**src/rtl/cdb_arbiter_pkg.sv**
```systemverilog
// Shared constants and source encoding for the common data bus arbiter.
package cdb_arbiter_pkg;
  localparam int CDB_DATA_W = 32;
  localparam int CDB_TAG_W  = 4;
  localparam logic [CDB_TAG_W-1:0] CDB_NOT_RENAME = 4'b0000;

  typedef enum logic {
    SRC_ALU = 1'b0,
    SRC_LSB = 1'b1
  } cdb_src_e;
endpackage

```
**src/rtl/cdb_src_fifo.sv**
```systemverilog
// Per-source result FIFO; full is registered and reflects the pre-edge count,
// so a push to a full FIFO is dropped even if the same edge pops it.
module cdb_src_fifo #(
  parameter int W     = 36,
  parameter int DEPTH = 4
) (
  input  logic         clk,
  input  logic         rst,
  input  logic         rdy,
  input  logic         flush,
  input  logic         push,
  input  logic [W-1:0] push_data,
  input  logic         pop,
  output logic         full,
  output logic         empty,
  output logic [W-1:0] head
);
  localparam int PW = $clog2(DEPTH);
  localparam int CW = $clog2(DEPTH + 1);

  logic [PW-1:0] wr_ptr_q, wr_ptr_d, rd_ptr_q, rd_ptr_d;
  logic [CW-1:0] count_q, count_d;
  logic          full_q, full_d;
  logic [W-1:0]  mem_q [DEPTH];
  logic          do_push, do_pop;

  assign do_push = push && !full_q;
  assign do_pop  = pop && (count_q != '0);

  always_comb begin
    wr_ptr_d = wr_ptr_q;
    rd_ptr_d = rd_ptr_q;
    count_d  = count_q;
    full_d   = full_q;
    if (rst || flush) begin
      wr_ptr_d = '0;
      rd_ptr_d = '0;
      count_d  = '0;
      full_d   = 1'b0;
    end else if (rdy) begin
      // Pointers wrap for free because DEPTH is a power of two.
      wr_ptr_d = wr_ptr_q + PW'(do_push);
      rd_ptr_d = rd_ptr_q + PW'(do_pop);
      count_d  = count_q + CW'(do_push) - CW'(do_pop);
      full_d   = (count_d == CW'(DEPTH));
    end
  end

  always_ff @(posedge clk) begin
    wr_ptr_q <= wr_ptr_d;
    rd_ptr_q <= rd_ptr_d;
    count_q  <= count_d;
    full_q   <= full_d;
    if (!rst && !flush && rdy && do_push) mem_q[wr_ptr_q] <= push_data;
  end

  assign full  = full_q;
  assign empty = (count_q == '0);
  assign head  = mem_q[rd_ptr_q];
endmodule

```
**src/rtl/cdb_arbiter.sv**
```systemverilog
// Merges ALU and LSB results onto one registered CDB via two FIFOs.
// CDB_FIXED_PRIO_EN: LSB always wins contention and the round-robin flop is dropped.
module cdb_arbiter
  import cdb_arbiter_pkg::*;
#(
  parameter int                 DATA_W     = CDB_DATA_W,
  parameter int                 TAG_W      = CDB_TAG_W,
  parameter int                 FIFO_DEPTH = 4,
  parameter logic [TAG_W-1:0]   NOT_RENAME = TAG_W'(CDB_NOT_RENAME)
) (
  input  logic              clk,
  input  logic              rst,
  input  logic              rdy,
  input  logic              jump_wrong,
  input  logic              alu_valid,
  input  logic [TAG_W-1:0]  alu_tag,
  input  logic [DATA_W-1:0] alu_value,
  output logic              alu_full,
  input  logic              lsb_valid,
  input  logic [TAG_W-1:0]  lsb_tag,
  input  logic [DATA_W-1:0] lsb_value,
  output logic              lsb_full,
  output logic              cdb_valid,
  output logic [TAG_W-1:0]  cdb_tag,
  output logic [DATA_W-1:0] cdb_value,
  output logic              cdb_src
);
  localparam int EW = TAG_W + DATA_W;

  logic          alu_empty, lsb_empty;
  logic [EW-1:0] alu_head, lsb_head;
  logic          grant_alu, grant_lsb;

  logic              cdb_valid_q, cdb_valid_d;
  logic [TAG_W-1:0]  cdb_tag_q, cdb_tag_d;
  logic [DATA_W-1:0] cdb_value_q, cdb_value_d;
  cdb_src_e          cdb_src_q, cdb_src_d;
`ifndef CDB_FIXED_PRIO_EN
  logic              rr_q, rr_d;
`endif

  cdb_src_fifo #(.W(EW), .DEPTH(FIFO_DEPTH)) u_alu_fifo (
    .clk(clk), .rst(rst), .rdy(rdy), .flush(jump_wrong),
    .push(alu_valid && (alu_tag != NOT_RENAME)), .push_data({alu_tag, alu_value}),
    .pop(grant_alu), .full(alu_full), .empty(alu_empty), .head(alu_head)
  );

  cdb_src_fifo #(.W(EW), .DEPTH(FIFO_DEPTH)) u_lsb_fifo (
    .clk(clk), .rst(rst), .rdy(rdy), .flush(jump_wrong),
    .push(lsb_valid && (lsb_tag != NOT_RENAME)), .push_data({lsb_tag, lsb_value}),
    .pop(grant_lsb), .full(lsb_full), .empty(lsb_empty), .head(lsb_head)
  );

  always_comb begin
    grant_alu = 1'b0;
    grant_lsb = 1'b0;
    if (!alu_empty && !lsb_empty) begin
`ifdef CDB_FIXED_PRIO_EN
      grant_lsb = 1'b1;
`else
      grant_lsb = rr_q;
      grant_alu = !rr_q;
`endif
    end else begin
      grant_alu = !alu_empty;
      grant_lsb = !lsb_empty;
    end
  end

  always_comb begin
    cdb_valid_d = cdb_valid_q;
    cdb_tag_d   = cdb_tag_q;
    cdb_value_d = cdb_value_q;
    cdb_src_d   = cdb_src_q;
`ifndef CDB_FIXED_PRIO_EN
    rr_d        = rr_q;
`endif
    if (rst) begin
      cdb_valid_d = 1'b0;
      cdb_tag_d   = NOT_RENAME;
      cdb_value_d = '0;
      cdb_src_d   = SRC_ALU;
`ifndef CDB_FIXED_PRIO_EN
      rr_d        = 1'b0;
`endif
    end else if (jump_wrong) begin
      cdb_valid_d = 1'b0;
    end else if (rdy) begin
      cdb_valid_d = grant_alu || grant_lsb;
      if (grant_lsb) begin
        {cdb_tag_d, cdb_value_d} = lsb_head;
        cdb_src_d = SRC_LSB;
      end else if (grant_alu) begin
        {cdb_tag_d, cdb_value_d} = alu_head;
        cdb_src_d = SRC_ALU;
      end
`ifndef CDB_FIXED_PRIO_EN
      // Fairness pointer only moves when both sources were waiting.
      if (!alu_empty && !lsb_empty) rr_d = !rr_q;
`endif
    end
  end

  always_ff @(posedge clk) begin
    cdb_valid_q <= cdb_valid_d;
    cdb_tag_q   <= cdb_tag_d;
    cdb_value_q <= cdb_value_d;
    cdb_src_q   <= cdb_src_d;
`ifndef CDB_FIXED_PRIO_EN
    rr_q        <= rr_d;
`endif
  end

  assign cdb_valid = cdb_valid_q;
  assign cdb_tag   = cdb_tag_q;
  assign cdb_value = cdb_value_q;
  assign cdb_src   = cdb_src_q;
endmodule

```
**config.mk**
```make
export PLATFORM = sky130hd
export DESIGN_NAME = cdb_arbiter
export DESIGN_NICKNAME = d
export VERILOG_FILES = /design/src/rtl/cdb_arbiter_pkg.sv /design/src/rtl/cdb_src_fifo.sv /design/src/rtl/cdb_arbiter.sv
export SDC_FILE = /design/constraint.sdc
export NUM_CORES = 1
export LEC_CHECK = 0
export CAP_MARGIN = 20
export CORE_MARGIN = 8
export CORE_UTILIZATION = 57
export CTS_CLUSTER_SIZE = 8
export DETAILED_ROUTE_END_ITERATION = 10
export PLACE_DENSITY = 0.88
export SLEW_MARGIN = 10
export SYNTH_ARGS = -nofsm -noshare
export SYNTH_HDL_FRONTEND = slang
export SYNTH_SLANG_ARGS = --single-unit
```
**constraint.sdc**
```tcl
create_clock -name clk -period 4.9 [get_ports clk]
set_input_delay 0.49 -clock clk [delete_from_list [all_inputs] [get_ports clk]]
set_output_delay 0.49 -clock clk [all_outputs]
set_load 0.005 [all_outputs]
```
==> flow_metrics.env, run 1 <==
export IMPL_drc=0
export IMPL_p_seq_frac=0.488
export IMPL_grt_max_degree=41
export IMPL_synth_top_area_frac=0.660
export IMPL_crit_path_end_kind="flop"
export IMPL_cts_tree="yes"
export IMPL_syn_area_per_cell_um2=19.8
export IMPL_synth_edf_count=288
export IMPL_rrSetupSlack_ns=2.08
export IMPL_busiest_layer="met2"
export IMPL_r2r_cells=11
export IMPL_antenna_found_initial=0
export IMPL_synth_area_um2=13100
export IMPL_p_sw_mw=1.38
export IMPL_start_kind="input pin"
export IMPL_path_class="input pin to flop"
export IMPL_tightest_slew_ns=1.16
export IMPL_synth_top_area_cell="edfxtp_1"
export IMPL_synthFlopType="edfxtp_1"
export IMPL_power_density_nw_per_um2=419
export IMPL_overflow=0
export IMPL_grt_pass1_vias=7606
export IMPL_whs_ns=0.485
export IMPL_grt_use_met3=0.0414
export IMPL_synth_nets=747
export IMPL_ant_nets=0
export IMPL_relSlewSlack=0.230
export IMPL_status="finished, final reports clean"
export IMPL_skew_ns=0.0133
export IMPL_r2r_start="u_lsb_fifo.count_q[2]"
export IMPL_routed_via_density=6.14
export IMPL_routed_wirelength_um=30300
export IMPL_fillers=1319
export IMPL_ys_ff_latch=347
export IMPL_setup_viol=0
export IMPL_num_rows=55
export IMPL_hp_class="flop to flop"
export IMPL_clkSinkCount=347
export IMPL_cp_max_fo=40
export IMPL_synth_area_top_cells="edfxtp_1 66%, mux4_2 12%, dfxtp_1 9.0%"
export IMPL_hold_violations=0
export IMPL_final_cell_area_um2=16000
export IMPL_postCtsSetupBuffers=0
export IMPL_portBuffers=117
export IMPL_die_h_um=168
export IMPL_cap_violations=0
export IMPL_hpwl_um=18400
export IMPL_synthesis_instances=661
export IMPL_synthArstFlopShare=0
export IMPL_global_route_usage_met2=0.395
export IMPL_drt_iter0_drc=714
export IMPL_layout_commonest_cell="edfxtp_1"
export IMPL_final_nets=899
export IMPL_multi_input_area_um2=3060
export IMPL_coreArea_um2=22600
export IMPL_vdd_ir_drop_max_mv=0.302
export IMPL_postCtsResizedCells=0
export IMPL_crit_arrival_ns=3.34
export IMPL_fin_crit_sh=0.597
export IMPL_n_antenna_cell=0
export IMPL_clkTransAtPathRegs_ns=0.05
export IMPL_placed_cell_area_um2=14600
export IMPL_firstDrtPassIters=6
export IMPL_synth_cell_types=35
export IMPL_fmax_mhz=342
export IMPL_min_to="u_lsb_fifo.full"
export IMPL_use_met1=0.250
export IMPL_ys_warnings_count=0
export IMPL_rr_endpoint="u_alu_fifo.full"
export IMPL_grt_pass1_wl_um=45800
export IMPL_hold_start="u_lsb_fifo.full"
export IMPL_initial_utilization=0.580
export IMPL_leakage_nw=5.30
export IMPL_cts_hold_buffers=0
export IMPL_worstPathRequired_ns=5.31
export IMPL_htree_levels=2
export IMPL_rsz0062_at_grt="false"
export IMPL_hold_depth=2
export IMPL_ff_latch_area_um2=9830
export IMPL_power_frac_clock=0.456
export IMPL_pin_count=118
export IMPL_clockRootBuffer="clkbuf_16"
export IMPL_drive_gt1_frac=0.190
export IMPL_layout_common_cells="288 x edfxtp_1, 116 x clkdlybuf4s50_1, 72 x mux4_2"
export IMPL_internal_power_mw=5.33
export IMPL_ys_seq_area_frac=0.750
export IMPL_die_w_um=168
export IMPL_combPwrFrac=0.056
export IMPL_place_gp_congestion=0.797
export IMPL_report_final_slew_viol_count=0
export IMPL_fin_crit_ns=2.93
export IMPL_numCtsBuffers=49
export IMPL_p_sw_frac=0.206
export IMPL_area_delta_synth_final_pct=22.3
export IMPL_clkLatencyLatePin_ns=0.54
export IMPL_track_usage=0.218
export IMPL_cts_buffer_depth=3
export IMPL_die_area_um2=28100
export IMPL_via_count=6972
export IMPL_post_drt_wl_per_cell_um=26.7
export IMPL_fin_tns_setup_ns=0
[through the flow]
| step | setup slack [ns] | power [mW] | instances | utilization |
|---|---|---|---|---|
| after floorplan | 0.914 | 3.51 | 661 | - |
| after global placement | 1.78 | 3.68 | 1047 | 0.647 |
| after detailed placement | 1.58 | 3.70 | 1047 | 0.647 |
| after CTS | 2.07 | 6.75 | 1136 | 0.710 |
| after global routing | 1.80 | 6.90 | 1136 | 0.710 |
| final | 1.97 | 6.71 | 1136 | 0.710 |
[state kept, by name, indices dropped and copies added, names as in the netlist, 2 cells and up, named ones only]
signal               flops
u_alu_fifo.mem_q       144
u_lsb_fifo.mem_q       144
cdb_value               32
cdb_tag                  4
u_alu_fifo.count_q       3
u_lsb_fifo.count_q       3
u_alu_fifo.rd_ptr_q      2
u_alu_fifo.wr_ptr_q      2
u_lsb_fifo.rd_ptr_q      2
u_lsb_fifo.wr_ptr_q      2
[power by group through the flow]
stage,sequential (mW),combinational [mW],clock (mW)
after floorplan,3.32,0.195,0
after global placement,3.33,0.349,0
after detailed placement,3.33,0.370,0
after CTS,3.28,0.376,3.10
after global routing,3.28,0.401,3.22
final,3.28,0.377,3.06
[worst max path at each step]
stage	from	endpoint	slack, ns	depth (start not counted)
after floorplan	rdy	u_alu_fifo.mem_q[0][0]	0.91	5
after global placement	rdy	cdb_value[8]	1.78	6
after detailed placement	rdy	cdb_value[8]	1.58	6
after CTS	rdy	cdb_value[3]	2.07	6
after global routing	rdy	cdb_value[3]	1.80	6
final	rdy	cdb_value[3]	1.97	6
[critical path, stage by stage]
cell             delay (ns)
clkdlybuf4s50_1        1.00
nand2b_1               0.31
a21oi_4                0.85
buf_12                 0.30
nor2_1                 0.07
a211oi_1               0.29
[routing by layer]
metal,part of all wire,wire length (µm)
met2,0.54,16400
met3,0.065,1970
met5,0,0
met4,0.028,845
met1,0.37,11100
[kinds of logic (layout without fill, tap and decap cells)]
family / after synthesis / count (layout) / synth area share
fa+ha+maj: 8 / 8 / 0.00879
buf+inv: 45 / 235 / 0.0200
compound gates: 46 / 46 / 0.0267
xor+xnor: 13 / 13 / 0.00869
flops: 347 / 347 / 0.750
simple gates: 88 / 88 / 0.0298
mux: 114 / 114 / 0.156
[cell type report]
| type | count | area share |
|---|---|---|
| Clock buffer | 87 | 0.0867 |
| Clock inverter | 2 | 0.00141 |
| Inverter | 9 | 0.00211 |
| Multi-Input combinational cell | 269 | 0.191 |
| Sequential cell | 347 | 0.614 |
| Tap cell | 285 | 0.0223 |
| Timing Repair Buffer | 137 | 0.0829 |
[cells in the mapped netlist, types with 5 or more instances]
cell	number
ha_1	6
clkbuf_1	15
nor2_1	59
nand2_1	7
edfxtp_1	288
nor3_1	11
buf_2	12
inv_1	9
dfxtp_1	59
mux4_2	72
xnor2_1	8
a211oi_1	38
xor2_1	5
mux2i_1	42
(Power assumes the default switching activity.)
==> run 2, diff against run 1 <==
==> constraint.sdc (replaced) <==
create_clock -name clk -period 2.7 [get_ports clk]
set_input_delay 0.27 -clock clk [delete_from_list [all_inputs] [get_ports clk]]
set_output_delay 0.27 -clock clk [all_outputs]
set_load 0.005 [all_outputs]
==> run 2 against run 1 <==
Sequential cell count unchanged. Final cell count up 1.8%. Clock power up 85%. Setup slack worse by 2.0 ns. Largest power group unchanged. Register-to-register slack worse by 2.1 ns. Global-route usage up 0.88 points.
==> flow_metrics.env, run 2 (synthesized netlist as in run 1, its figures left out) <==
export IMPL_hpwl_um=19100
export IMPL_antenna_found_initial=1
export IMPL_fin_tns_setup_ns=0
export IMPL_cts_tree="yes"
export IMPL_r2r_start="u_lsb_fifo.count_q[1]"
export IMPL_worst_path_stages=11
export IMPL_drt_iter0_drc=587
export IMPL_placed_cell_area_um2=14800
export IMPL_p_sw_frac=0.211
export IMPL_critPathTopFamily="adder cells"
export IMPL_critPathCapture="u_alu_fifo.full"
export IMPL_die_w_um=168
export IMPL_rrSetupSlack_ns=0.01
export IMPL_layout_commonest_cell="edfxtp_1"
export IMPL_cp_max_fo=5
export IMPL_hold_violations=0
export IMPL_crit_arrival_ns=3.14
export IMPL_hp_class="input pin to flop"
export IMPL_grt_pass1_wl_um=47500
export IMPL_ant_nets=0
export IMPL_combPwrFrac=0.059
export IMPL_initial_utilization=0.580
export IMPL_final_cell_area_um2=16200
export IMPL_track_usage=0.226
export IMPL_vdd_ir_drop_max_mv=0.607
export IMPL_crit_buf_inv=2
export IMPL_post_drt_wl_per_cell_um=27.5
export IMPL_portBuffers=117
export IMPL_relSlewSlack=0.486
export IMPL_drive_gt1_frac=0.209
export IMPL_tightest_slew_ns=0.772
export IMPL_place_gp_congestion=0.856
export IMPL_die_area_um2=28100
export IMPL_firstDrtPassIters=5
export IMPL_area_delta_synth_final_pct=23.9
export IMPL_clockRootBuffer="clkbuf_16"
export IMPL_crit_chain="or3_4 > a21oi_4 > ha_1 > inv_1 > ha_1 > inv_1 > fa_2 > xnor2_2 > xnor2_1 > nand4b_1 > a21oi_1"
export IMPL_power_frac_clock=0.459
export IMPL_power_density_nw_per_um2=758
export IMPL_setup_viol=0
export IMPL_critPathLaunch="u_lsb_fifo.count_q[1]"
export IMPL_num_rows=55
export IMPL_cts_buffer_depth=3
export IMPL_final_nets=915
export IMPL_cap_violations=0
export IMPL_finalPower_mw=12.3
export IMPL_cpMaxStageDelayCell="or3_4"
export IMPL_routed_via_density=6.24
export IMPL_start_kind="flop"
export IMPL_routed_wirelength_um=31800
export IMPL_status="finished, final reports clean"
export IMPL_clkSinkCount=347
export IMPL_hold_depth=3
export IMPL_overflow=0
export IMPL_crit_path_max_incr_delay_ns=0.43
export IMPL_htree_levels=2
export IMPL_fin_crit_ns=2.69
export IMPL_worstPathRequired_ns=3.15
export IMPL_via_count=7211
export IMPL_grt_pass1_vias=7827
export IMPL_fmax_mhz=372
export IMPL_leakage_nw=5.40
export IMPL_fin_crit_sh=0.995
export IMPL_internal_power_mw=9.71
export IMPL_rr_endpoint="u_alu_fifo.full"
export IMPL_stdcell_count=1156
export IMPL_die_h_um=168
export IMPL_pin_count=118
export IMPL_crit_path_end_kind="flop"
export IMPL_clkTransAtPathRegs_ns=0.05
export IMPL_coreArea_um2=22600
export IMPL_report_final_slew_viol_count=0
export IMPL_rsz0062_at_grt="true"
export IMPL_numCtsBuffers=49
export IMPL_clkLatencyLatePin_ns=0.55
export IMPL_layout_common_cells="288 x edfxtp_1, 116 x clkdlybuf4s50_1, 72 x mux4_2"
export IMPL_p_sw_mw=2.60
export IMPL_path_class="flop to flop"
export IMPL_dp_cells=1062
export IMPL_r2r_cells=11
export IMPL_skew_ns=0.0236
export IMPL_p_seq_frac=0.482
export IMPL_grt_max_degree=41
export IMPL_drc=0
## run 2: cell count changes in the layout (fill, tap and decap cells not counted), sizes merged
cell    previous run  this run
buf               21        37
clkbuf            87        88
diode              0         1
clkinv             1         3
## run 2: cell type report
| type | count | area [µm²] |
|---|---|---|
| Timing Repair Buffer | 153 | 1490 |
| Sequential cell | 347 | 9830 |
| Clock buffer | 88 | 1390 |
| Tap cell | 285 | 357 |
| Antenna cell | 1 | 2.50 |
| Inverter | 9 | 33.8 |
| Clock inverter | 4 | 45.0 |
| Fill cell | 1210 | 6340 |
| Multi-Input combinational cell | 269 | 3080 |
## run 2: worst min path at each step
stage | slack, ns | from | endpoint
after global routing | 0.36 | rst | rr_q
after floorplan | 0.37 | alu_value[0] | u_alu_fifo.mem_q[0][0]
final | 0.33 | rst | rr_q
after detailed placement | 0.49 | cdb_src | cdb_src
after CTS | 0.31 | rst | rr_q
after global placement | 0.49 | u_lsb_fifo.full | u_lsb_fifo.full
## run 2: power groups by stage
stage	Combinational [mW]	Sequential (mW)	Clock, mW
final	0.721	5.93	5.65
after global routing	0.765	5.93	5.94
after global placement	0.652	6.02	0
after floorplan	0.353	6.02	0
after detailed placement	0.688	6.03	0
after CTS	0.709	5.93	5.72
## run 2: through the flow
step | setup WS [ns] | hold WS, ns | util
3_5_place_dp | -0.0822 | 0.493 | 0.654
4_1_cts | 0.0209 | 0.306 | 0.718
5_1_grt | -0.0174 | 0.357 | 0.719
6_report | 0.0133 | 0.329 | 0.719
3_3_place_gp | 0.115 | 0.487 | 0.654
2_1_floorplan | -1.07 | 0.369 | -
## run 2: worst register-to-register path: cells and delay by family, from the launching register on
family,cells,cell delay (ns)
buffers and inverters,2,0.12
flip-flops,1,0.35
AO/OA/AOI/OAI,2,0.38
AND/OR/NAND/NOR,2,0.54
adder cells (fa/ha/maj),3,0.79
XOR/XNOR,2,0.43
## run 2: repair_timing
action / CTS / global route
endpoints found under the setup margin: 2 / 2
gates resized for setup: 2 / 2
hold buffers: 0 / 0
pin swaps: 0 / 2
setup buffers: 0 / 1
## run 2: routing by layer
layer,vias to the layer above,wire length [µm],track usage
met4,0,1150,0.103
li1,3013,-,-
met2,436,17100,0.411
met5,-,0,0
met3,94,2350,0.0435
met1,3668,11200,0.255
==> run 3, diff against run 2 <==
--- a/config.mk
+++ b/config.mk
@@ -11,6 +11,7 @@
 export CTS_CLUSTER_SIZE = 8
 export DETAILED_ROUTE_END_ITERATION = 10
 export PLACE_DENSITY = 0.88
+export SKIP_CTS_REPAIR_TIMING = 1
 export SLEW_MARGIN = 10
 export SYNTH_ARGS = -nofsm -noshare
 export SYNTH_HDL_FRONTEND = slang
==> run 3 against run 2 <==
Setup slack worse by 0.0045 ns. Combinational power is 0.6% higher. Sequential power hardly changed. Non-clock buffer count stayed put. Count of clock-buffer cells in the layout stayed put. Clock skew hardly changed. Hold slack better by 0.0041 ns. Largest cell class unchanged. First-iteration DRC count is 7.7% higher. Final area stayed put. Die area stayed put. Clock power hardly changed. Power hardly changed.
==> flow_metrics.env, run 3 (synthesized netlist as in run 1, its figures left out) <==
export IMPL_fin_tns_setup_ns=0
export IMPL_clkTransAtPathRegs_ns=0.05
export IMPL_drc=0
export IMPL_cts_tree="yes"
export IMPL_status="finished, final reports clean"
export IMPL_critPathLaunch="u_lsb_fifo.count_q[1]"
export IMPL_fin_crit_sh=0.997
export IMPL_hold_start="rst"
export IMPL_layout_common_cells="288 x edfxtp_1, 116 x clkdlybuf4s50_1, 72 x mux4_2"
export IMPL_die_w_um=168
export IMPL_overflow=0
export IMPL_rsz0062_at_grt="true"
export IMPL_layout_commonest_cell="edfxtp_1"
export IMPL_final_cell_area_um2=16200
export IMPL_die_area_um2=28100
export IMPL_coreArea_um2=22600
export IMPL_hold_violations=0
export IMPL_drt_iter0_drc=632
export IMPL_grt_pass1_vias=7839
export IMPL_vdd_ir_drop_max_mv=0.610
export IMPL_placed_cell_area_um2=14800
export IMPL_area_delta_synth_final_pct=23.9
export IMPL_htree_levels=2
export IMPL_tightest_slew_ns=0.765
export IMPL_track_usage=0.226
export IMPL_rrSetupSlack_ns=0.009
export IMPL_routed_wirelength_um=32100
export IMPL_hpwl_um=19100
export IMPL_rr_endpoint="u_alu_fifo.count_q[2]"
export IMPL_die_h_um=168
export IMPL_skew_ns=0.0240
export IMPL_crit_chain="or3_4 > a21oi_4 > ha_1 > inv_1 > ha_1 > inv_1 > fa_2 > xnor2_2 > nor2_1 > xnor2_1 > nor2_1"
export IMPL_report_final_slew_viol_count=0
export IMPL_num_rows=55
export IMPL_fmax_mhz=372
export IMPL_crit_path_end_kind="flop"
export IMPL_setup_viol=0
export IMPL_crit_arrival_ns=3.10
export IMPL_pin_count=118
export IMPL_cap_violations=0
export IMPL_cp_max_fo=5
export IMPL_clockRootBuffer="clkbuf_16"
export IMPL_critPathCapture="u_alu_fifo.count_q[2]"
export IMPL_clkSinkCount=347
export IMPL_cpMaxStageDelayCell="or3_4"
export IMPL_numCtsBuffers=49
export IMPL_drive_gt1_frac=0.209
export IMPL_cts_buffer_depth=3
export IMPL_hp_class="input pin to flop"
export IMPL_relSlewSlack=0.490
export IMPL_portBuffers=117
export IMPL_fin_crit_ns=2.69
export IMPL_final_nets=915
export IMPL_utilization=0.719
export IMPL_grt_pass1_wl_um=47400
export IMPL_path_class="flop to flop"
export IMPL_post_drt_wl_per_cell_um=27.8
export IMPL_antenna_found_initial=1
export IMPL_place_gp_congestion=0.856
export IMPL_grt_max_degree=41
export IMPL_ant_nets=0
export IMPL_routed_via_density=6.25
export IMPL_initial_utilization=0.580
export IMPL_worstPathRequired_ns=3.10
export IMPL_crit_path_max_incr_delay_ns=0.44
export IMPL_start_kind="flop"
export IMPL_leakage_nw=5.40
export IMPL_whs_ns=0.334
export IMPL_clkLatencyLatePin_ns=0.55
export IMPL_power_density_nw_per_um2=759
export IMPL_via_count=7226
export IMPL_r2r_start="u_lsb_fifo.count_q[1]"
export IMPL_firstDrtPassIters=5
export IMPL_r2r_cells=11
## run 3: cell counts in the layout (fill, tap and decap cells not counted)
Identical to the previous run, type by type.
## run 3: final cells by class
| class | count | area (µm²) |
|---|---|---|
| Fill cell | 1212 | 6340 |
| Antenna cell | 1 | 2.50 |
| Inverter | 9 | 33.8 |
| Clock inverter | 4 | 45.0 |
| Multi-Input combinational cell | 269 | 3080 |
| Timing Repair Buffer | 153 | 1490 |
| Tap cell | 285 | 357 |
| Clock buffer | 88 | 1390 |
| Sequential cell | 347 | 9830 |
## run 3: where the power goes
part | switching (mW) | total (mW) | internal [mW]
Combinational | 0.361 | 0.725 | 0.364
Clock | 2.19 | 5.65 | 3.47
Sequential | 0.0558 | 5.93 | 5.88
Total | 2.61 | 12.3 | 9.71
## run 3: stage by stage
| step | instances | power (mW) | setup slack, ns |
|---|---|---|---|
| floorplan | 661 | 6.37 | -1.07 |
| global placement | 1062 | 6.68 | 0.115 |
| detailed placement | 1062 | 6.72 | -0.0822 |
| CTS | 1154 | 12.4 | -0.121 |
| global route | 1156 | 12.6 | -0.0842 |
| finish | 1156 | 12.3 | 0.00883 |
## run 3: per-layer routing
layer	GRT usage	up-vias	wire length, µm
met5	0	-	0
met4	0.105	0	1260
met3	0.0447	102	2200
met2	0.409	413	17200
met1	0.253	3695	11400
li1	-	3016	-
## run 3: worst max-delay path, delay by kind of cell (launching register included)
| family | cells | cell delay, ns |
|---|---|---|
| compound gates | 1 | 0.17 |
| xor+xnor | 2 | 0.52 |
| fa+ha+maj | 3 | 0.76 |
| buf+inv | 2 | 0.12 |
| flops | 1 | 0.35 |
| simple gates | 3 | 0.64 |
## run 3: worst min path at each step
| stage | end | slack [ns] | cells after the start |
|---|---|---|---|
| after floorplan | u_alu_fifo.mem_q[0][0] | 0.37 | 0 |
| after CTS | rr_q | 0.31 | 3 |
| final | rr_q | 0.33 | 3 |
| after detailed placement | cdb_src | 0.49 | 2 |
| after global placement | u_lsb_fifo.full | 0.49 | 2 |
| after global routing | rr_q | 0.36 | 3 |
